==> config.mk <==
export PLATFORM = sky130hd
export DESIGN_NAME = log_perf_ctrl_flat
export DESIGN_NICKNAME = d
export VERILOG_FILES = /design/src/rtl/log_perf_pkg.sv /design/src/rtl/log_perf_ctrl_if.sv /design/src/rtl/log_perf_period_timer.sv /design/src/rtl/log_perf_ctrl.sv /design/src/flat_wrapper.sv
export SDC_FILE = /design/constraint.sdc
export NUM_CORES = 1
export LEC_CHECK = 0
export CAP_MARGIN = 20
export CELL_PAD_IN_SITES_DETAIL_PLACEMENT = 1
export CELL_PAD_IN_SITES_GLOBAL_PLACEMENT = 2
export CORE_UTILIZATION = 37
export CTS_CLUSTER_SIZE = 24
export DETAILED_ROUTE_END_ITERATION = 10
export DONT_BUFFER_PORTS = 1
export PLACE_DENSITY_LB_ADDON = 0.1
export REMOVE_ABC_BUFFERS = 1
export SLEW_MARGIN = 15
export SYNTH_ARGS = -nofsm -noshare
export SYNTH_HDL_FRONTEND = slang
export SYNTH_SLANG_ARGS = --single-unit
==> constraint.sdc <==
create_clock -name clock -period 4.1 [get_ports clock]
set_clock_uncertainty 0.2 [all_clocks]
set_input_delay 0.82 -clock clock [delete_from_list [all_inputs] [get_ports clock]]
set_output_delay 0.82 -clock clock [all_outputs]
set_load 0.005 [all_outputs]
==> src/rtl/log_perf_pkg.sv <==
// Shared types and constants for the log/perf control block.
package log_perf_pkg;

  typedef enum logic [1:0] {
    IDLE  = 2'd0,
    DUMP  = 2'd1,
    CLEAN = 2'd2
  } state_e;

  // Bit positions inside a 2-bit request/trigger kind.
  localparam int unsigned KIND_DUMP  = 1;
  localparam int unsigned KIND_CLEAN = 0;

  localparam int unsigned DEF_TIMER_W  = 64;
  localparam int unsigned DEF_PERIOD_W = 32;
  localparam int unsigned DEF_CNT_W    = 32;

endpackage

==> src/rtl/log_perf_ctrl_if.sv <==
// Configuration, request handshake and log/perf output bundle.
// master: simulation-top driver side; slave: log_perf_ctrl side.
interface log_perf_ctrl_if
  import log_perf_pkg::*;
#(
  parameter int unsigned TIMER_W  = DEF_TIMER_W,
  parameter int unsigned PERIOD_W = DEF_PERIOD_W,
  parameter int unsigned CNT_W    = DEF_CNT_W
);

  logic                cfg_valid;
  logic [TIMER_W-1:0]  cfg_log_begin;
  logic [TIMER_W-1:0]  cfg_log_end;
  logic [PERIOD_W-1:0] cfg_dump_period;

  logic                req_valid;
  logic [1:0]          req_kind;
  logic                req_ready;

  logic [TIMER_W-1:0]  timer;
  logic                logEnable;
  logic                dump;
  logic                clean;
  logic [CNT_W-1:0]    dump_count;

  modport master (
    output cfg_valid, cfg_log_begin, cfg_log_end, cfg_dump_period,
    output req_valid, req_kind,
    input  req_ready, timer, logEnable, dump, clean, dump_count
  );

  modport slave (
    input  cfg_valid, cfg_log_begin, cfg_log_end, cfg_dump_period,
    input  req_valid, req_kind,
    output req_ready, timer, logEnable, dump, clean, dump_count
  );

endinterface

==> src/rtl/log_perf_period_timer.sv <==
// Periodic dump trigger: period counter, optional window gating, and a
// single-entry pending flag for triggers that arrive while a sequence runs.
// Build option: LOGPERF_WINDOW_GATE_EN discards periodic triggers raised
// while logEnable is low.
module log_perf_period_timer
  import log_perf_pkg::*;
#(
  parameter int unsigned PERIOD_W = DEF_PERIOD_W
) (
  input  logic                clock,
  input  logic                reset_n,
  input  logic                load,
  input  logic [PERIOD_W-1:0] period,
  input  logic                log_enable,
  input  logic                idle,
  output logic                fire,
  output logic                pending
);

  logic [PERIOD_W-1:0] cnt_q;
  logic                pending_q;
  logic                trig;
  logic                trig_eff;

  assign trig = (period != '0) && (cnt_q == period - PERIOD_W'(1));

`ifdef LOGPERF_WINDOW_GATE_EN
  assign trig_eff = trig && log_enable;
`else
  logic unused_log_enable;
  assign unused_log_enable = log_enable;
  assign trig_eff          = trig;
`endif

  // Counter runs 0..period-1 in every FSM state; a config load restarts it.
  always_ff @(posedge clock or negedge reset_n) begin
    if (!reset_n) begin
      cnt_q <= '0;
    end else if (load) begin
      cnt_q <= '0;
    end else if (period != '0) begin
      cnt_q <= trig ? '0 : cnt_q + PERIOD_W'(1);
    end
  end

  // Pending is consumed by any IDLE cycle (the FSM starts the sequence there);
  // outside IDLE it latches one trigger and drops any further ones.
  always_ff @(posedge clock or negedge reset_n) begin
    if (!reset_n) begin
      pending_q <= 1'b0;
    end else begin
      pending_q <= !idle && (pending_q || trig_eff);
    end
  end

  assign fire    = trig_eff || pending_q;
  assign pending = pending_q;

endmodule

==> src/rtl/log_perf_ctrl.sv <==
// Simulation-top source of the log/perf control bundle: free-running cycle
// timer, [begin,end) log window, and dump->clean pulse sequencing on periodic
// triggers or manual requests.
// Build option: LOGPERF_WINDOW_GATE_EN (see log_perf_period_timer).
module log_perf_ctrl
  import log_perf_pkg::*;
#(
  parameter int unsigned          TIMER_W     = DEF_TIMER_W,
  parameter int unsigned          PERIOD_W    = DEF_PERIOD_W,
  parameter int unsigned          CNT_W       = DEF_CNT_W,
  parameter logic [TIMER_W-1:0]   LOG_BEGIN   = '0,
  parameter logic [TIMER_W-1:0]   LOG_END     = '0,
  parameter logic [PERIOD_W-1:0]  DUMP_PERIOD = '0
) (
  input  logic          clock,
  input  logic          reset_n,
  log_perf_ctrl_if.slave bus
);

  logic [TIMER_W-1:0]  timer_q, timer_d;
  logic [TIMER_W-1:0]  begin_q, begin_d;
  logic [TIMER_W-1:0]  end_q, end_d;
  logic [PERIOD_W-1:0] period_q;
  logic                log_q;

  state_e              state_q, state_d;
  logic                chain_clean_q, chain_clean_d;
  logic                dump_q, clean_q;
  logic [CNT_W-1:0]    count_q;

  logic                idle;
  logic                fire;
  logic                pending;
  logic                accept;
  logic [1:0]          start_kind;

  assign timer_d = timer_q + TIMER_W'(1);
  assign begin_d = bus.cfg_valid ? bus.cfg_log_begin : begin_q;
  assign end_d   = bus.cfg_valid ? bus.cfg_log_end   : end_q;

  // Timer, config registers and window flag. The window is evaluated on the
  // next timer value and the post-load bounds so that logEnable always matches
  // the timer and bounds visible in the same cycle.
  always_ff @(posedge clock or negedge reset_n) begin
    if (!reset_n) begin
      timer_q  <= '0;
      log_q    <= 1'b0;
      begin_q  <= LOG_BEGIN;
      end_q    <= LOG_END;
      period_q <= DUMP_PERIOD;
    end else begin
      timer_q <= timer_d;
      log_q   <= (begin_d <= timer_d) && (timer_d < end_d);
      begin_q <= begin_d;
      end_q   <= end_d;
      if (bus.cfg_valid) begin
        period_q <= bus.cfg_dump_period;
      end
    end
  end

  assign idle = (state_q == IDLE);

  log_perf_period_timer #(
    .PERIOD_W (PERIOD_W)
  ) u_period (
    .clock      (clock),
    .reset_n    (reset_n),
    .load       (bus.cfg_valid),
    .period     (period_q),
    .log_enable (log_q),
    .idle       (idle),
    .fire       (fire),
    .pending    (pending)
  );

  assign bus.req_ready = idle && !pending;

  // Next state: in IDLE a periodic fire (dump+clean) and an accepted request
  // are OR-merged into one sequence; DUMP chains to CLEAN only if asked.
  always_comb begin
    state_d       = state_q;
    chain_clean_d = chain_clean_q;
    accept        = 1'b0;
    start_kind    = '0;
    unique case (state_q)
      IDLE: begin
        accept        = bus.req_valid && bus.req_ready;
        start_kind    = (fire ? 2'b11 : 2'b00) | (accept ? bus.req_kind : 2'b00);
        chain_clean_d = start_kind[KIND_CLEAN];
        if (start_kind[KIND_DUMP]) begin
          state_d = DUMP;
        end else if (start_kind[KIND_CLEAN]) begin
          state_d = CLEAN;
        end
      end
      DUMP:    state_d = chain_clean_q ? CLEAN : IDLE;
      CLEAN:   state_d = IDLE;
      default: state_d = IDLE;
    endcase
  end

  // State register plus registered pulses and saturating dump counter; the
  // counter advances on the same edge the dump pulse rises.
  always_ff @(posedge clock or negedge reset_n) begin
    if (!reset_n) begin
      state_q       <= IDLE;
      chain_clean_q <= 1'b0;
      dump_q        <= 1'b0;
      clean_q       <= 1'b0;
      count_q       <= '0;
    end else begin
      state_q       <= state_d;
      chain_clean_q <= chain_clean_d;
      dump_q        <= (state_d == DUMP);
      clean_q       <= (state_d == CLEAN);
      if ((state_d == DUMP) && (count_q != '1)) begin
        count_q <= count_q + CNT_W'(1);
      end
    end
  end

  assign bus.timer      = timer_q;
  assign bus.logEnable  = log_q;
  assign bus.dump       = dump_q;
  assign bus.clean      = clean_q;
  assign bus.dump_count = count_q;

endmodule

==> src/flat_wrapper.sv <==
// flat-port wrapper written by rule: the top's interface ports become plain ports
module log_perf_ctrl_flat import log_perf_pkg::*;
#(
  parameter int unsigned          TIMER_W     = DEF_TIMER_W,
  parameter int unsigned          PERIOD_W    = DEF_PERIOD_W,
  parameter int unsigned          CNT_W       = DEF_CNT_W,
  parameter logic [TIMER_W-1:0]   LOG_BEGIN   = '0,
  parameter logic [TIMER_W-1:0]   LOG_END     = '0,
  parameter logic [PERIOD_W-1:0]  DUMP_PERIOD = '0
)
  (clock, reset_n, bus_cfg_valid, bus_cfg_log_begin, bus_cfg_log_end, bus_cfg_dump_period, bus_req_valid, bus_req_kind, bus_req_ready, bus_timer, bus_logEnable, bus_dump, bus_clean, bus_dump_count);
  log_perf_ctrl_if #(.TIMER_W(TIMER_W), .PERIOD_W(PERIOD_W), .CNT_W(CNT_W)) bus_i ();
  input  logic clock;
  input  logic reset_n;
  input wire logic [$bits(bus_i.cfg_valid)-1:0] bus_cfg_valid;
  input wire logic [$bits(bus_i.cfg_log_begin)-1:0] bus_cfg_log_begin;
  input wire logic [$bits(bus_i.cfg_log_end)-1:0] bus_cfg_log_end;
  input wire logic [$bits(bus_i.cfg_dump_period)-1:0] bus_cfg_dump_period;
  input wire logic [$bits(bus_i.req_valid)-1:0] bus_req_valid;
  input wire logic [$bits(bus_i.req_kind)-1:0] bus_req_kind;
  output wire logic [$bits(bus_i.req_ready)-1:0] bus_req_ready;
  output wire logic [$bits(bus_i.timer)-1:0] bus_timer;
  output wire logic [$bits(bus_i.logEnable)-1:0] bus_logEnable;
  output wire logic [$bits(bus_i.dump)-1:0] bus_dump;
  output wire logic [$bits(bus_i.clean)-1:0] bus_clean;
  output wire logic [$bits(bus_i.dump_count)-1:0] bus_dump_count;
  assign bus_i.cfg_valid = bus_cfg_valid;
  assign bus_i.cfg_log_begin = bus_cfg_log_begin;
  assign bus_i.cfg_log_end = bus_cfg_log_end;
  assign bus_i.cfg_dump_period = bus_cfg_dump_period;
  assign bus_i.req_valid = bus_req_valid;
  assign bus_i.req_kind = bus_req_kind;
  assign bus_req_ready = bus_i.req_ready;
  assign bus_timer = bus_i.timer;
  assign bus_logEnable = bus_i.logEnable;
  assign bus_dump = bus_i.dump;
  assign bus_clean = bus_i.clean;
  assign bus_dump_count = bus_i.dump_count;
  log_perf_ctrl #(.TIMER_W(TIMER_W), .PERIOD_W(PERIOD_W), .CNT_W(CNT_W), .LOG_BEGIN(LOG_BEGIN), .LOG_END(LOG_END), .DUMP_PERIOD(DUMP_PERIOD)) u_core (.clock(clock), .reset_n(reset_n), .bus(bus_i));
endmodule
==> flow_metrics.py, run 1 <==
metrics = {
    "outcome": {
        "status": "finished, violations left",
        "violations": "negative hold slack, negative setup slack",
    },
    "routing": {
        "drt_pass1_iterations": 5,
        "ant_nets": 0,
        "post_drt_wl_per_cell_um": 20.9,
        "postRouteWirelength_mm": 50.6,
        "initialDrtViolationCount": 548,
        "drc": 0,
        "via_per_inst": 5.34,
        "via_count": 12946,
    },
    "critical_path": {
        "timing_worst_setup_path_type": "reg2reg",
        "crit_family": "simple AND/OR/NAND/NOR gates",
        "required_ns": 4.35,
        "endpoint_kind": "register",
        "crit_chain": "and4_1 > and4_4 > and4_4 > and4_4 > nand2_4 > buf_6 > nor2_4 > buf_6 > buf_6 > nand2_8 > nor3_4 > xnor2_2 > ha_1 > nand4_1 > nor2_2 > nand2_2 > nor4_4 > buf_4 > nand3_2 > o211ai_1 > o21ai_1 > o211a_1",
        "max_stage_delay_ns": 0.34,
        "arrival_ns": 4.36,
        "crit_buf_inv": 4,
        "slowest_stage": "dfrtp_1",
        "critPathMaxFanout": 5,
        "startpoint_type": "register",
    },
    "yosys": {
        "async_flop_share": 1.00,
        "ys_types": 73,
        "synth_seq_area_share": 0.436,
        "syn_inst": 1635,
        "syn_area_per_cell_um2": 10.4,
        "synth_edf_count": 0,
        "yosysWarnings": 0,
        "syn-cell-area_um2": 16900,
        "yosys_most_used_dff": "dfrtp_1",
        "ys_ff_latch": 295,
    },
    "power": {
        "p_leak_nw": 9.55,
        "peakVddDrop_uv": 397,
        "pwr_density_cell_nw_per_um2": 383,
        "p_total_mw": 7.93,
    },
    "timing": {
        "tightestPinTransition_ns": 1.41,
        "finalHoldViolCount": 160,
        "min_period_over_period": 1.00,
        "fmax_mhz": 243,
        "hold_slack_ns": -0.226,
        "setup_violations": 1,
        "period_needed_ns": 4.12,
        "rsz0062_at_grt": "true",
        "fin_tns_setup_ns": -0.0151,
        "relSlewSlack": 0.0609,
        "fin_ws_ns": -0.0151,
        "slew_violations": 0,
    },
    "global_routing": {
        "grt_use_met2": 0.365,
        "antenna_found_initial": 15,
        "grt_pass1_wl_mm": 80.2,
        "grt_usage": 0.219,
        "overflow": 0,
        "grt_pass1_vias": 14007,
        "use_met1": 0.271,
        "grt_max_degree": 296,
        "met3_usage": 0.0646,
        "gr-max-usage-layer": "met2",
    },
    "floorplan": {
        "die-area_um2": 46700,
        "die_h_um": 216,
        "pin_count": 266,
        "start_util": 0.374,
        "fp.dieW_um": 216,
        "core_area_um2": 45300,
        "fp-row-count": 78,
    },
    "place": {
        "dp_hpwl_mm": 36.9,
        "dpl_cell_area_um2": 18700,
        "gp_congestion": 0.831,
        "portBuffers": 0,
        "placed_cells": 2340,
    },
    "cells_and_area": {
        "final_cell_area_um2": 20700,
        "area_delta_synth_final_pct": 22.1,
        "fin_nets": 2096,
        "drive_above_1_share": 0.239,
        "stdcell_count": 2426,
    },
    "clock_network": {
        "cts-root-buf": "clkbuf_16",
        "cts_buffers": 38,
        "numClockSinks": 295,
        "cts_tree": "done",
        "clock_latency_ns": 0.56,
        "path_clk_slew_ns": 0.06,
        "clockBufferDepth": 3,
        "htreeDepth": 2,
    },
    "flow_run": {
        "maxCapViolCount": 0,
    },
    "hold_path": {
        "hp-class": "in2async",
    },
}
## state kept, by name (all words and copies together), names as in the netlist, 2 cells and up
name / cells
u_core.bus.dump_count: 32
u_core.period_q: 32
u_core.end_q: 64
u_core.bus.timer: 64
u_core.state_q: 2
u_core.begin_q: 64
u_core.u_period.cnt_q: 32
## final timing paths
check	startpoint	to	slack, ns	depth (start not counted)
max in group asynchronous	reset_n	u_core.u_period.cnt_q[3]	2.79	0
min in group clock	bus_cfg_dump_period[0]	u_core.period_q[0]	0.20	2
setup / recovery	u_core.bus.timer[14]	u_core.bus.logEnable	-0.02	22
hold / removal	reset_n	u_core.period_q[0]	-0.23	0
hold reg to reg	u_core.end_q[28]	u_core.end_q[28]	0.29	2
setup reg to reg	u_core.bus.timer[14]	u_core.bus.logEnable	-0.02	22
## placed cells by master (no fill, tap or decap), drive strengths merged, types with 3 or more instances in the layout
cell and count:
a2111oi 4, a211oi 16, a21boi 5, a21o 23, a21oi 61, a311oi 3
a31oi 50, and2 18, and3 48, and4 24, buf 185, clkbuf 55
clkinv 4, dfrtp 295, diode 3, ha 131, inv 140, mux2 93
mux2i 64, nand2 79, nand2b 5, nand3 73, nand4 67, nor2 61
nor2b 13, nor3 22, nor4 22, o2111ai 3, o211ai 8, o21a 5
o21ai 34, o21bai 4, o22ai 4, or2 3, or3 6, or4 5
xnor2 61, xor2 93
## what timing repair did
action | 4_1_cts | 5_1_grt
buffers inserted | 5 | 15
pin swaps | 18 | 43
hold endpoints to repair | 295 | 295
gates resized for setup | 35 | 84
endpoints found under the setup margin | 9 | 33
## per-stage QoR
| stage | setup slack (ns) | utilization | hold WS, ns |
|---|---|---|---|
| after floorplan | -0.586 | - | 0.252 |
| after global placement | -0.504 | 0.413 | 0.273 |
| after detailed placement | -0.559 | 0.413 | 0.274 |
| after CTS | -0.139 | 0.444 | -0.266 |
| after global routing | -0.292 | 0.457 | -0.260 |
| final | -0.0151 | 0.457 | -0.226 |
## synth_stat cells (all sizes together), types with 3 or more instances
cell     instances  share of area
a2111oi          4         0.0032
a211oi          16         0.0071
a21boi           5         0.0022
a21o            23          0.010
a21oi           61          0.018
a311oi           3         0.0016
a31oi           50          0.019
and2            18         0.0066
and3            48          0.018
and4            24          0.012
buf             20         0.0049
clkbuf          41         0.0091
dfrtp          295           0.44
ha             131          0.097
inv            138          0.031
mux2            93          0.062
mux2i           64          0.038
nand2           79          0.017
nand2b           5         0.0018
nand3           73          0.022
nand4           67          0.025
nor2            61          0.014
nor2b           13         0.0048
nor3            22         0.0068
nor4            22         0.0089
o2111ai          3         0.0016
o211ai           8         0.0035
o21a             5         0.0022
o21ai           34          0.010
o21bai           4         0.0018
o22ai            4         0.0015
or2              3         0.0011
or3              6         0.0022
or4              5         0.0024
xnor2           61          0.032
xor2            93          0.048
## area by class of cell
| class | instances | area, um^2 |
|---|---|---|
| sequential | 295 | 7380 |
| timing repair buffer | 185 | 1440 |
| antenna | 3 | 7.51 |
| fill | 4995 | 24600 |
| clock buffer | 55 | 1120 |
| tap | 600 | 751 |
| multi-input combinational | 1141 | 9380 |
| clock inverter | 9 | 93.8 |
| inverter | 138 | 518 |
## power by group
part	switching [mW]	internal [mW]	leakage [nW]	total (mW)
clock network	1.34	1.95	0.592	3.30
registers	0.295	3.21	3.61	3.51
logic	0.576	0.551	5.35	1.13
total	2.21	5.71	9.55	7.93
## metal layers
layer	wire length, um	share of wire
met1	21500	0.43
met2	24600	0.49
met3	3140	0.062
met4	1220	0.024
met5	106	0.0021
## cells by family after synthesis
family | after synthesis | synth area share
AOI/OAI and AO/OA | 241 | 0.0941
xor gates and xnor gates | 154 | 0.0796
adders and majority gates | 132 | 0.0973
buffers and inverters | 199 | 0.0446
DFF | 295 | 0.436
muxes | 157 | 0.0996
and+or+nand+nor | 457 | 0.149
No activity file was read; power rests on OpenSTA's default activity.
==> inputs of run 2 (changes only) <==
--- a/config.mk
+++ b/config.mk
@@ -12,6 +12,7 @@
 export CTS_CLUSTER_SIZE = 24
 export DETAILED_ROUTE_END_ITERATION = 10
 export DONT_BUFFER_PORTS = 1
+export MAX_ROUTING_LAYER = met4
 export PLACE_DENSITY_LB_ADDON = 0.1
 export REMOVE_ABC_BUFFERS = 1
 export SLEW_MARGIN = 15
==> run 2 against run 1 <==
  * The run still ends with negative hold slack, negative setup slack left
  * Utilization about the same
  * Routed wire length increased by 0.11%
  * Cell count increased by 0.29%
  * Design area about the same
  * Global-route usage increased by 0.66 points
  * Hold slack got worse by 0.0057 ns
  * Critical path type unchanged
  * Setup slack improved by 0.0033 ns
  * Critical path depth increased by 1
  * Critical endpoint unchanged
  * Power about the same
  * First-iteration DRC count decreased by 4.2%
  * Sequential cell count unchanged
==> flow_metrics.py, run 2 (synthesis gave the netlist of run 1 again) <==
metrics = {
    "clock_network": {
        "numClockSinks": 295,
        "cts-root-buf": "clkbuf_16",
        "path_clk_slew_ns": 0.06,
        "cts_tree": "done",
        "htreeDepth": 2,
        "clockBufferDepth": 3,
        "cts_buffers": 38,
        "clock_latency_ns": 0.56,
    },
    "routing": {
        "postRouteWirelength_mm": 50.7,
        "post_drt_wl_per_cell_um": 20.8,
        "initialDrtViolationCount": 525,
        "drt_pass1_iterations": 5,
        "via_per_inst": 5.33,
        "via_count": 12970,
        "ant_nets": 0,
        "drc": 0,
    },
    "power": {
        "seq_power_share": 0.442,
        "clkPwrFrac": 0.415,
        "pwr_density_cell_nw_per_um2": 383,
        "internal_power_mw": 5.71,
        "p_total_mw": 7.93,
        "netSwitchingFraction": 0.279,
        "p_leak_nw": 9.55,
        "switchingPower_mw": 2.21,
        "pwr-share-comb": 0.142,
        "peakVddDrop_uv": 394,
    },
    "outcome": {
        "violations": "negative hold slack, negative setup slack",
        "status": "finished, violations left",
    },
    "critical_path": {
        "crit_buf_inv": 5,
        "startpoint_type": "register",
        "arrival_ns": 4.42,
        "crit_family": "simple AND/OR/NAND/NOR gates",
        "slowest_stage": "dfrtp_1",
        "required_ns": 4.41,
        "max_stage_delay_ns": 0.34,
        "endpoint_kind": "register",
        "critPathMaxFanout": 4,
        "timing_worst_setup_path_type": "reg2reg",
        "crit_chain": "and4_1 > and4_4 > and4_4 > and4_4 > nand2_4 > buf_6 > nor2_4 > buf_6 > buf_6 > and2_1 > xor2_2 > inv_1 > ha_1 > nand4_1 > nor2_2 > a21oi_2 > o211ai_1 > a31o_2 > a311oi_2 > buf_4 > o211ai_1 > o21ai_1 > o211a_1",
    },
    "cells_and_area": {
        "drive_above_1_share": 0.239,
        "stdcell_count": 2433,
        "multiInputGateArea_um2": 9380,
        "final_cell_area_um2": 20700,
        "fin_nets": 2096,
        "nFillCells": 5002,
        "final_cell_mix": "295 x dfrtp_1, 174 x buf_4, 136 x inv_1, 125 x ha_1, 92 x mux2_2",
        "ff_latch_area_um2": 7380,
        "layout_commonest_cell": "dfrtp_1",
        "area_delta_synth_final_pct": 22.2,
    },
    "timing": {
        "finalHoldViolCount": 295,
        "setup_violations": 1,
        "fin_ws_ns": -0.0118,
        "rsz0062_at_grt": "true",
        "period_needed_ns": 4.11,
        "slew_violations": 0,
        "tightestPinTransition_ns": 0.996,
        "fin_tns_setup_ns": -0.0118,
        "hold_slack_ns": -0.232,
        "fmax_mhz": 243,
        "relSlewSlack": 0.336,
        "min_period_over_period": 1.00,
    },
    "place": {
        "placed_cells": 2340,
        "portBuffers": 0,
        "dp_hpwl_mm": 36.9,
        "dpl_cell_area_um2": 18700,
        "gp_congestion": 0.844,
    },
    "global_routing": {
        "antenna_found_initial": 14,
        "grt_pass1_wl_mm": 80.1,
        "overflow": 0,
        "grt_usage": 0.225,
        "grt_pass1_vias": 14008,
        "grt_max_degree": 296,
    },
    "floorplan": {
        "fp.dieW_um": 216,
        "die-area_um2": 46700,
        "pin_count": 266,
        "core_area_um2": 45300,
        "fp-row-count": 78,
        "start_util": 0.374,
        "die_h_um": 216,
    },
    "flow_run": {
        "maxCapViolCount": 0,
    },
    "hold_path": {
        "hp-class": "in2async",
    },
}
-- run 2: cell count changes in the layout (fill, tap and decap cells not counted), sizes merged --
| cell | previous run | this run |
|---|---|---|
| diode | 3 | 10 |
-- run 2: final timing paths --
path,startpoint,end,slack (ns),cells past startpoint
setup reg to reg,u_core.bus.timer[14],u_core.bus.logEnable,-0.01,23
hold reg to reg,u_core.end_q[1],u_core.end_q[1],0.29,2
min in group clock,bus_cfg_dump_period[0],u_core.period_q[0],0.19,2
hold / removal,reset_n,u_core.period_q[0],-0.23,0
setup / recovery,u_core.bus.timer[14],u_core.bus.logEnable,-0.01,23
max in group asynchronous,reset_n,u_core.u_period.cnt_q[3],3.11,0
-- run 2: power by group through the flow --
| stage | clock [mW] | combinational (mW) | sequential [mW] |
|---|---|---|---|
| after global placement | 0 | 1.07 | 3.55 |
| after detailed placement | 0 | 1.10 | 3.56 |
| final | 3.29 | 1.13 | 3.51 |
| after floorplan | 0 | 0.802 | 3.47 |
| after global routing | 3.51 | 1.28 | 3.55 |
| after CTS | 3.41 | 1.12 | 3.51 |
-- run 2: area by class of cell --
type	instances	area share
multi-input cells	1141	0.453
diodes	10	0.00121
clock inverters	9	0.00453
inverters	138	0.0250
flip-flops and latches	295	0.356
clock buffers	55	0.0539
well taps	600	0.0363
repair buffers	185	0.0695
-- run 2: routing by layer --
layer  global-route usage  wire length (um)  vias up
met3               0.0630              2990       71
met1                0.272             21800     6499
met2                0.366             24700      205
met4               0.0662              1230        0
met5                    -                 0        -
li1                     -                 -     6195
-- run 2: worst register-to-register path, stage by stage, from the launching register on --
cell and delay [ns]:
dfrtp_1 0.34, and4_1 0.23, and4_4 0.23, and4_4 0.22, and4_4 0.24, nand2_4 0.09
buf_6 0.15, nor2_4 0.07, buf_6 0.13, buf_6 0.12, and2_1 0.17, xor2_2 0.16
inv_1 0.07, ha_1 0.30, nand4_1 0.13, nor2_2 0.06, a21oi_2 0.11, o211ai_1 0.10
a31o_2 0.23, a311oi_2 0.23, buf_4 0.16, o211ai_1 0.09, o21ai_1 0.09, o211a_1 0.15
-- run 2: metrics by stage --
step / utilization / worst slack [ns]
3_5_place_dp: 0.413 / -0.559
3_3_place_gp: 0.413 / -0.504
4_1_cts: 0.444 / -0.139
5_1_grt: 0.457 / -0.290
2_1_floorplan: - / -0.586
6_report: 0.457 / -0.0118
-- run 2: timing repair --
action	in CTS	in global routing
setup buffers	5	15
hold endpoints to repair	295	295
setup endpoints to repair	9	32
gates resized for setup	35	84
pin swaps	18	43
